--- config.mk ---
export PLATFORM = sky130hd
export DESIGN_NAME = cordic_cos_sin_parallel_flat
export DESIGN_NICKNAME = d
export VERILOG_FILES = /design/src/rtl/cordic_cos_sin_parallel_pkg.sv /design/src/rtl/cordic_cos_sin_parallel_if.sv /design/src/rtl/cordic_cos_sin_parallel_stage.sv /design/src/rtl/cordic_cos_sin_parallel.sv /design/src/flat_wrapper.sv
export SDC_FILE = /design/constraint.sdc
export NUM_CORES = 2
export LEC_CHECK = 0
export CORE_MARGIN = 2
export CORE_UTILIZATION = 60
export DETAILED_ROUTE_END_ITERATION = 10
export PLACE_DENSITY = 0.78
export SYNTH_ARGS = -nofsm -noshare
export SYNTH_HDL_FRONTEND = slang
export SYNTH_HIERARCHICAL = 1
export SYNTH_SLANG_ARGS = --single-unit
export TNS_END_PERCENT = 5
--- constraint.sdc ---
create_clock -name clk -period 5.38 [get_ports clk]
set_input_delay 0.538 -clock clk [delete_from_list [all_inputs] [get_ports clk]]
set_output_delay 0.538 -clock clk [all_outputs]
set_load 0.01 [all_outputs]
--- src/rtl/cordic_cos_sin_parallel_pkg.sv ---
// Shared CORDIC constants: default widths plus elaboration-time generators
// for the arctangent table and the gain-compensated start value XK.
package cordic_pkg;

   localparam int PHI_WDT_DEF = 18;
   localparam int N_DEF       = 13;
   localparam real PI         = 3.14159265358979323846;

   function automatic real pow2(input int e);
      real r;
      r = 1.0;
      for (int k = 0; k < e; k++) r = r * 2.0;
      return r;
   endfunction

   // A[i] = round(atan(2^-i) * 2^w / (2*pi)), in phase-code units
   function automatic int atan_const(input int i, input int w);
      real r;
      r = $atan(1.0 / pow2(i)) * pow2(w) / (2.0 * PI);
      return $rtoi(r + 0.5);
   endfunction

   // XK = round(2^w * prod_{i<n} 1/sqrt(1 + 2^-2i))
   function automatic int xk_const(input int n, input int w);
      real k;
      real p;
      k = 1.0;
      p = 1.0;
      for (int i = 0; i < n; i++) begin
         k = k / $sqrt(1.0 + p * p);
         p = p * 0.5;
      end
      return $rtoi(k * pow2(w) + 0.5);
   endfunction

endpackage

--- src/rtl/cordic_cos_sin_parallel_if.sv ---
// Control, angle and result signals of the CORDIC cos/sin block.
interface cordic_cos_sin_parallel_if
   import cordic_pkg::*;
#(
   parameter int PHI_WDT = PHI_WDT_DEF
);
   logic                      sclr;
   logic                      en;
   logic                      st;
   logic        [PHI_WDT-1:0] phi;
   logic                      rdy;
   logic signed [PHI_WDT-1:0] cos;
   logic signed [PHI_WDT-1:0] sin;

   modport master (output sclr, en, st, phi, input rdy, cos, sin);
   modport slave  (input sclr, en, st, phi, output rdy, cos, sin);
endinterface

--- src/rtl/cordic_cos_sin_parallel_stage.sv ---
// One registered CORDIC micro-rotation with a fixed shift and arctangent constant.
module cordic_stage
   import cordic_pkg::*;
#(
   parameter int XW    = PHI_WDT_DEF + 2,
   parameter int ZW    = PHI_WDT_DEF + 1,
   parameter int SHIFT = 0,
   parameter int ATAN  = 0
) (
   input  logic                 clk,
   input  logic                 reset,
   input  logic                 sclr,
   input  logic                 en,
   input  logic signed [XW-1:0] x_in,
   input  logic signed [XW-1:0] y_in,
   input  logic signed [ZW-1:0] z_in,
   input  logic                 neg_in,
   input  logic                 v_in,
   output logic signed [XW-1:0] x_out,
   output logic signed [XW-1:0] y_out,
   output logic signed [ZW-1:0] z_out,
   output logic                 neg_out,
   output logic                 v_out
);
   localparam logic signed [ZW-1:0] A = ZW'(ATAN);

   logic signed [XW-1:0] x_d, x_q, y_d, y_q;
   logic signed [ZW-1:0] z_d, z_q;
   logic                 neg_d, neg_q, v_d, v_q;

   always_comb begin
      // NOTE: every _d starts from its held value so no path through this block infers a latch.
      x_d   = x_q;
      y_d   = y_q;
      z_d   = z_q;
      neg_d = neg_q;
      v_d   = v_q;
      if (sclr) begin
         x_d   = '0;
         y_d   = '0;
         z_d   = '0;
         neg_d = 1'b0;
         v_d   = 1'b0;
      end else if (en) begin
         neg_d = neg_in;
         v_d   = v_in;
         // Rotate toward z = 0; arithmetic shifts truncate, no rounding here.
         if (!z_in[ZW-1]) begin
            x_d = x_in - (y_in >>> SHIFT);
            y_d = y_in + (x_in >>> SHIFT);
            z_d = z_in - A;
         end else begin
            x_d = x_in + (y_in >>> SHIFT);
            y_d = y_in - (x_in >>> SHIFT);
            z_d = z_in + A;
         end
      end
   end

   // NOTE: state flops use non-blocking assignments so all stages update from pre-edge values.
   always_ff @(posedge clk or negedge reset) begin
      if (!reset) begin
         x_q   <= '0;
         y_q   <= '0;
         z_q   <= '0;
         neg_q <= 1'b0;
         v_q   <= 1'b0;
      end else begin
         x_q   <= x_d;
         y_q   <= y_d;
         z_q   <= z_d;
         neg_q <= neg_d;
         v_q   <= v_d;
      end
   end

   assign x_out   = x_q;
   assign y_out   = y_q;
   assign z_out   = z_q;
   assign neg_out = neg_q;
   assign v_out   = v_q;

endmodule

--- src/rtl/cordic_cos_sin_parallel.sv ---
// Fully pipelined CORDIC cos/sin: quadrant fold, N micro-rotation stages,
// then sign restore, round-half-up and saturation. One angle per enabled clock.
module cordic_cos_sin_parallel
   import cordic_pkg::*;
#(
   parameter int N       = N_DEF,
   parameter int PHI_WDT = PHI_WDT_DEF
) (
   input  logic                       clk,
   input  logic                       reset,
   cordic_cos_sin_parallel_if.slave   bus
);
   localparam int W  = PHI_WDT;
   localparam int XW = W + 2;
   localparam int ZW = W + 1;

   localparam logic signed [XW-1:0] XK       = XW'(xk_const(N, W));
   localparam logic        [W-1:0]  HALF_TURN = {1'b1, {(W-1){1'b0}}};
   localparam logic signed [XW+1:0] OUT_MAX   = (XW+2)'((1 <<< (W-1)) - 1);

   // Stage 0: fold [pi/2, 3pi/2) onto [-pi/2, pi/2) and remember to negate later.
   logic signed [ZW-1:0] z0_d, z0_q;
   logic                 neg0_d, neg0_q, v0_d, v0_q;
   logic        [W-1:0]  phi_rot;
   logic                 wrap;

   always_comb begin
      z0_d    = z0_q;
      neg0_d  = neg0_q;
      v0_d    = v0_q;
      wrap    = bus.phi[W-1] ^ bus.phi[W-2];
      phi_rot = wrap ? bus.phi + HALF_TURN : bus.phi;
      if (bus.sclr) begin
         z0_d   = '0;
         neg0_d = 1'b0;
         v0_d   = 1'b0;
      end else if (bus.en) begin
         v0_d = bus.st;
         if (bus.st) begin
            neg0_d = wrap;
            z0_d   = {phi_rot[W-1], phi_rot};
         end
      end
   end

   always_ff @(posedge clk or negedge reset) begin
      if (!reset) begin
         z0_q   <= '0;
         neg0_q <= 1'b0;
         v0_q   <= 1'b0;
      end else begin
         z0_q   <= z0_d;
         neg0_q <= neg0_d;
         v0_q   <= v0_d;
      end
   end

   // Stages 1..N: x starts at the gain-compensated constant, y at zero.
   logic signed [XW-1:0] x_s   [0:N];
   logic signed [XW-1:0] y_s   [0:N];
   logic signed [ZW-1:0] z_s   [0:N];
   logic                 neg_s [0:N];
   logic                 v_s   [0:N];

   assign x_s[0]   = XK;
   assign y_s[0]   = '0;
   assign z_s[0]   = z0_q;
   assign neg_s[0] = neg0_q;
   assign v_s[0]   = v0_q;

   for (genvar i = 0; i < N; i++) begin : g_stage
      cordic_stage #(
         .XW    (XW),
         .ZW    (ZW),
         .SHIFT (i),
         .ATAN  (atan_const(i, W))
      ) u_stage (
         .clk     (clk),
         .reset   (reset),
         .sclr    (bus.sclr),
         .en      (bus.en),
         .x_in    (x_s[i]),
         .y_in    (y_s[i]),
         .z_in    (z_s[i]),
         .neg_in  (neg_s[i]),
         .v_in    (v_s[i]),
         .x_out   (x_s[i+1]),
         .y_out   (y_s[i+1]),
         .z_out   (z_s[i+1]),
         .neg_out (neg_s[i+1]),
         .v_out   (v_s[i+1])
      );
   end

   // 1.0 = 2^W inside the datapath, full scale = 2^(W-1)-1 at the output.
   function automatic logic signed [W-1:0] round_sat(input logic signed [XW-1:0] v,
                                                     input logic flip);
      logic signed [XW+1:0] t;
      t = {{2{v[XW-1]}}, v};
      if (flip) t = -t;
      t = (t + (XW+2)'(1)) >>> 1;
      if (t > OUT_MAX)       t = OUT_MAX;
      else if (t < -OUT_MAX) t = -OUT_MAX;
      return t[W-1:0];
   endfunction

   logic                 rdy_d, rdy_q;
   logic signed [W-1:0]  cos_d, cos_q, sin_d, sin_q;

   always_comb begin
      rdy_d = rdy_q;
      cos_d = cos_q;
      sin_d = sin_q;
      if (bus.sclr) begin
         rdy_d = 1'b0;
         cos_d = '0;
         sin_d = '0;
      end else if (bus.en) begin
         rdy_d = v_s[N];
         if (v_s[N]) begin
            cos_d = round_sat(x_s[N], neg_s[N]);
            sin_d = round_sat(y_s[N], neg_s[N]);
         end
      end
   end

   always_ff @(posedge clk or negedge reset) begin
      if (!reset) begin
         rdy_q <= 1'b0;
         cos_q <= '0;
         sin_q <= '0;
      end else begin
         rdy_q <= rdy_d;
         cos_q <= cos_d;
         sin_q <= sin_d;
      end
   end

   assign bus.rdy = rdy_q;
   assign bus.cos = cos_q;
   assign bus.sin = sin_q;

endmodule

--- src/flat_wrapper.sv ---
// flat-port wrapper written by rule: the top's interface ports become plain ports
module cordic_cos_sin_parallel_flat import cordic_pkg::*;
#(
   parameter int N       = N_DEF,
   parameter int PHI_WDT = PHI_WDT_DEF
)
  (clk, reset, bus_sclr, bus_en, bus_st, bus_phi, bus_rdy, bus_cos, bus_sin);
  cordic_cos_sin_parallel_if #(.PHI_WDT(PHI_WDT)) bus_i ();
  input  logic clk;
  input  logic reset;
  input wire logic [$bits(bus_i.sclr)-1:0] bus_sclr;
  input wire logic [$bits(bus_i.en)-1:0] bus_en;
  input wire logic [$bits(bus_i.st)-1:0] bus_st;
  input wire logic [$bits(bus_i.phi)-1:0] bus_phi;
  output wire logic [$bits(bus_i.rdy)-1:0] bus_rdy;
  output wire logic [$bits(bus_i.cos)-1:0] bus_cos;
  output wire logic [$bits(bus_i.sin)-1:0] bus_sin;
  assign bus_i.sclr = bus_sclr;
  assign bus_i.en = bus_en;
  assign bus_i.st = bus_st;
  assign bus_i.phi = bus_phi;
  assign bus_rdy = bus_i.rdy;
  assign bus_cos = bus_i.cos;
  assign bus_sin = bus_i.sin;
  cordic_cos_sin_parallel #(.N(N), .PHI_WDT(PHI_WDT)) u_core (.clk(clk), .reset(reset), .bus(bus_i));
endmodule
==> results by group <==
STA
  • Fin. Hold Viols: 0
  • RSZ-0062 raised after global routing: no
  • Setup TNS: 0 ns
  • Slew @ Worst Pin: 1.27 ns
  • Final period utilization: 86.9%
  • Tmin final: 4.67 ns
  • Final setup margin: 0.706 ns
  • Max Fclk: 214 MHz
  • Relative slew margins: 15.7%
  • Slew Limit Fails: 0
  • Worst Skew: 0.0352 ns
  • # setup viols final: 0

Yosys
  • Mapped Cells: 9221
  • Post-Syn Area: 0.0767 mm^2
  • Synthesized area per cell: 8.32 um^2
  • Synth warn: 6

Drt
  • Number of remaining DRC errors: 0
  • Vias: 70400
  • Via-to-Cell Ratio: 6.43
  • Initial drt markers: 5923
  • Pre-antenna DRT Iters: 6
  • Drt wl/cell: 20.8 um
  • Routed Antenna Nets: 0
  • Final wirelength: 228000 um

Status
  • Status: finished clean

Floorplanning
  • FP Rows: 131
  • IO Pins: 60
  • Starting Density: 60.3%
  • Die width: 362 um
  • Chip height: 362 um
  • Core area: 0.127 mm^2
  • Die ar.: 0.131 mm^2

CTS
  • Clk buf depth: 3
  • Clock-pin transition on the worst setup and hold timing paths: 0.06 ns
  • CTS Sinks: 809
  • H-Tree Depth: 3
  • Clock root cell: clkbuf_16
  • Clk_lat worst skew: 0.72 ns
  • CTS tree: done
  • Post-CTS setup buffers: 0
  • Number of buffers created by CTS: 95

Placement
  • # port buffers: 59
  • Place WS: 0.792 ns
  • DP HPWL: 175000 um
  • Final GP Congestion: 0.971

Setup path
  • CP startpoint: u_core/g_stage[12].u_stage/x_out[2]
  • Required time of the critical path: 6.00 ns
  • Reg2Reg Depth: 9
  • Critical Path Sink Type: flip-flop
  • Crit Path Class: flip-flop to flip-flop
  • End of the critical path: u_core/bus.cos[5]
  • Slowest-stage cell, CP: a31oi_1
  • CP Cell Sequence: or4_1, o31ai_1, xnor2_1, nand4_1, or4_1, or4_1, a31oi_1, o21ai_0, nand2_1
  • Cell mode on critical path: or4_1
  • WP data arrival: 5.30 ns
  • Reg2reg start: u_core/g_stage[12].u_stage/x_out[2]
  • Crit Path Max Fanout: 14
  • R2r endpoint: u_core/bus.cos[5]
  • Crit start category: flip-flop
  • Reg2reg setup slack: 0.71 ns
  • Crit-path max cell delay: 0.80 ns

Global routing
  • Gr usage total: 34.3%
  • Total grt overflow: 0
  • Largest net degree at the start of global routing: 139
  • Initial antenna violation count: 7
  • Vias in the first global route: 66800
  • First-pass GRT wire length: 366000 um

Hold path
  • Worst Min Path Start: bus_sclr
  • Worst min path class: input port to flip-flop

Power and ir drop
  • PwrDens: 753 mW/mm^2
  • Total leakage power: 37.9 nW
  • Peak VDD IR: 0.600 mV
  • PnR Total Power: 0.0621 W

Cells and area
  • Share of cells above drive strength 1: 5.16%
  • Commonest non-fill, non-tap cell in the layout: nor2_1
  • Most frequent cells in the layout: nor2_1 (993), dfrtp_1 (808), a21oi_1 (771)
  • Layout area overhead: 7.57%
  • Net count, final: 10000

Flow run
  • Max cap viols: 0
## report_power, final
group | leakage, nW | total, W | internal [W] | switching [W]
registers | 10.8 | 0.0108 | 0.00778 | 0.00301
clock network | 1.71 | 0.00725 | 0.00444 | 0.00281
logic | 25.4 | 0.0441 | 0.0178 | 0.0263
## area by class of cell
cell class	count	area, um^2
inverters	377	1420
multi-input cells	7782	53900
flip-flops and latches	809	20200
diodes	3	7.51
clock buffers	123	2680
fillers	10900	44700
repair buffers	142	1330
clock inverters	51	811
well taps	1662	2080
## registers in the layout (all words and copies together), names as in the netlist
name                            flops
u_core/bus.rdy                      1
u_core/z0_q                        17
u_core/g_stage.u_stage/x_out      259
u_core/g_stage.u_stage/z_out      208
u_core/neg0_q                       1
u_core/g_stage.u_stage/neg_out     13
u_core/v0_q                         1
u_core/g_stage.u_stage/v_out       13
u_core/g_stage.u_stage/y_out      260
u_core/bus.cos                     18
u_core/bus.sin                     18
## worst min path at each step
| stage | endpoint | slack (ns) | cells past startpoint |
|---|---|---|---|
| 4_1_cts | u_core/g_stage[7].u_stage/y_out[15] | 0.32 | 2 |
| 2_1_floorplan | u_core/bus.cos[0] | 0.24 | 0 |
| 6_report | u_core/g_stage[7].u_stage/x_out[4] | 0.36 | 2 |
| 3_3_place_gp | u_core/bus.cos[4] | 0.45 | 2 |
| 5_1_grt | u_core/g_stage[7].u_stage/y_out[15] | 0.36 | 2 |
| 3_5_place_dp | u_core/bus.cos[4] | 0.46 | 2 |
## repair_timing
| item | CTS | global route |
|---|---|---|
| gates resized for setup | 0 | 0 |
| hold endpoints to repair | 86 | 0 |
| hold buffers | 1 | 0 |
## stage by stage
| step | std cells | util (%) | instance area [um^2] | hold slack [ns] |
|---|---|---|---|---|
| after global placement | 10800 | 62.1 | 79000 | 0.450 |
| final | 10900 | 64.9 | 82500 | 0.364 |
| after detailed placement | 10800 | 62.1 | 79000 | 0.457 |
| after global routing | 10900 | 64.9 | 82500 | 0.364 |
| after CTS | 10900 | 64.9 | 82500 | 0.323 |
| after floorplan | 9347 | - | 77200 | 0.242 |
## critical path: cells and delay by family (launching register included)
kind,cells,cell delay [ns]
AOI/OAI and AO/OA,3,1.50
DFF,1,0.50
xor gates and xnor gates,1,0.30
and+or+nand+nor,5,2.29
## metal layers
metal	up-vias	routed length, um	GRT usage [%]
li1	33600	-	-
met1	33900	103000	48.5
met2	2422	100000	52.9
met3	416	17700	6.08
met4	8	7250	11.4
met5	-	56	0
(Power assumes the default switching activity.)
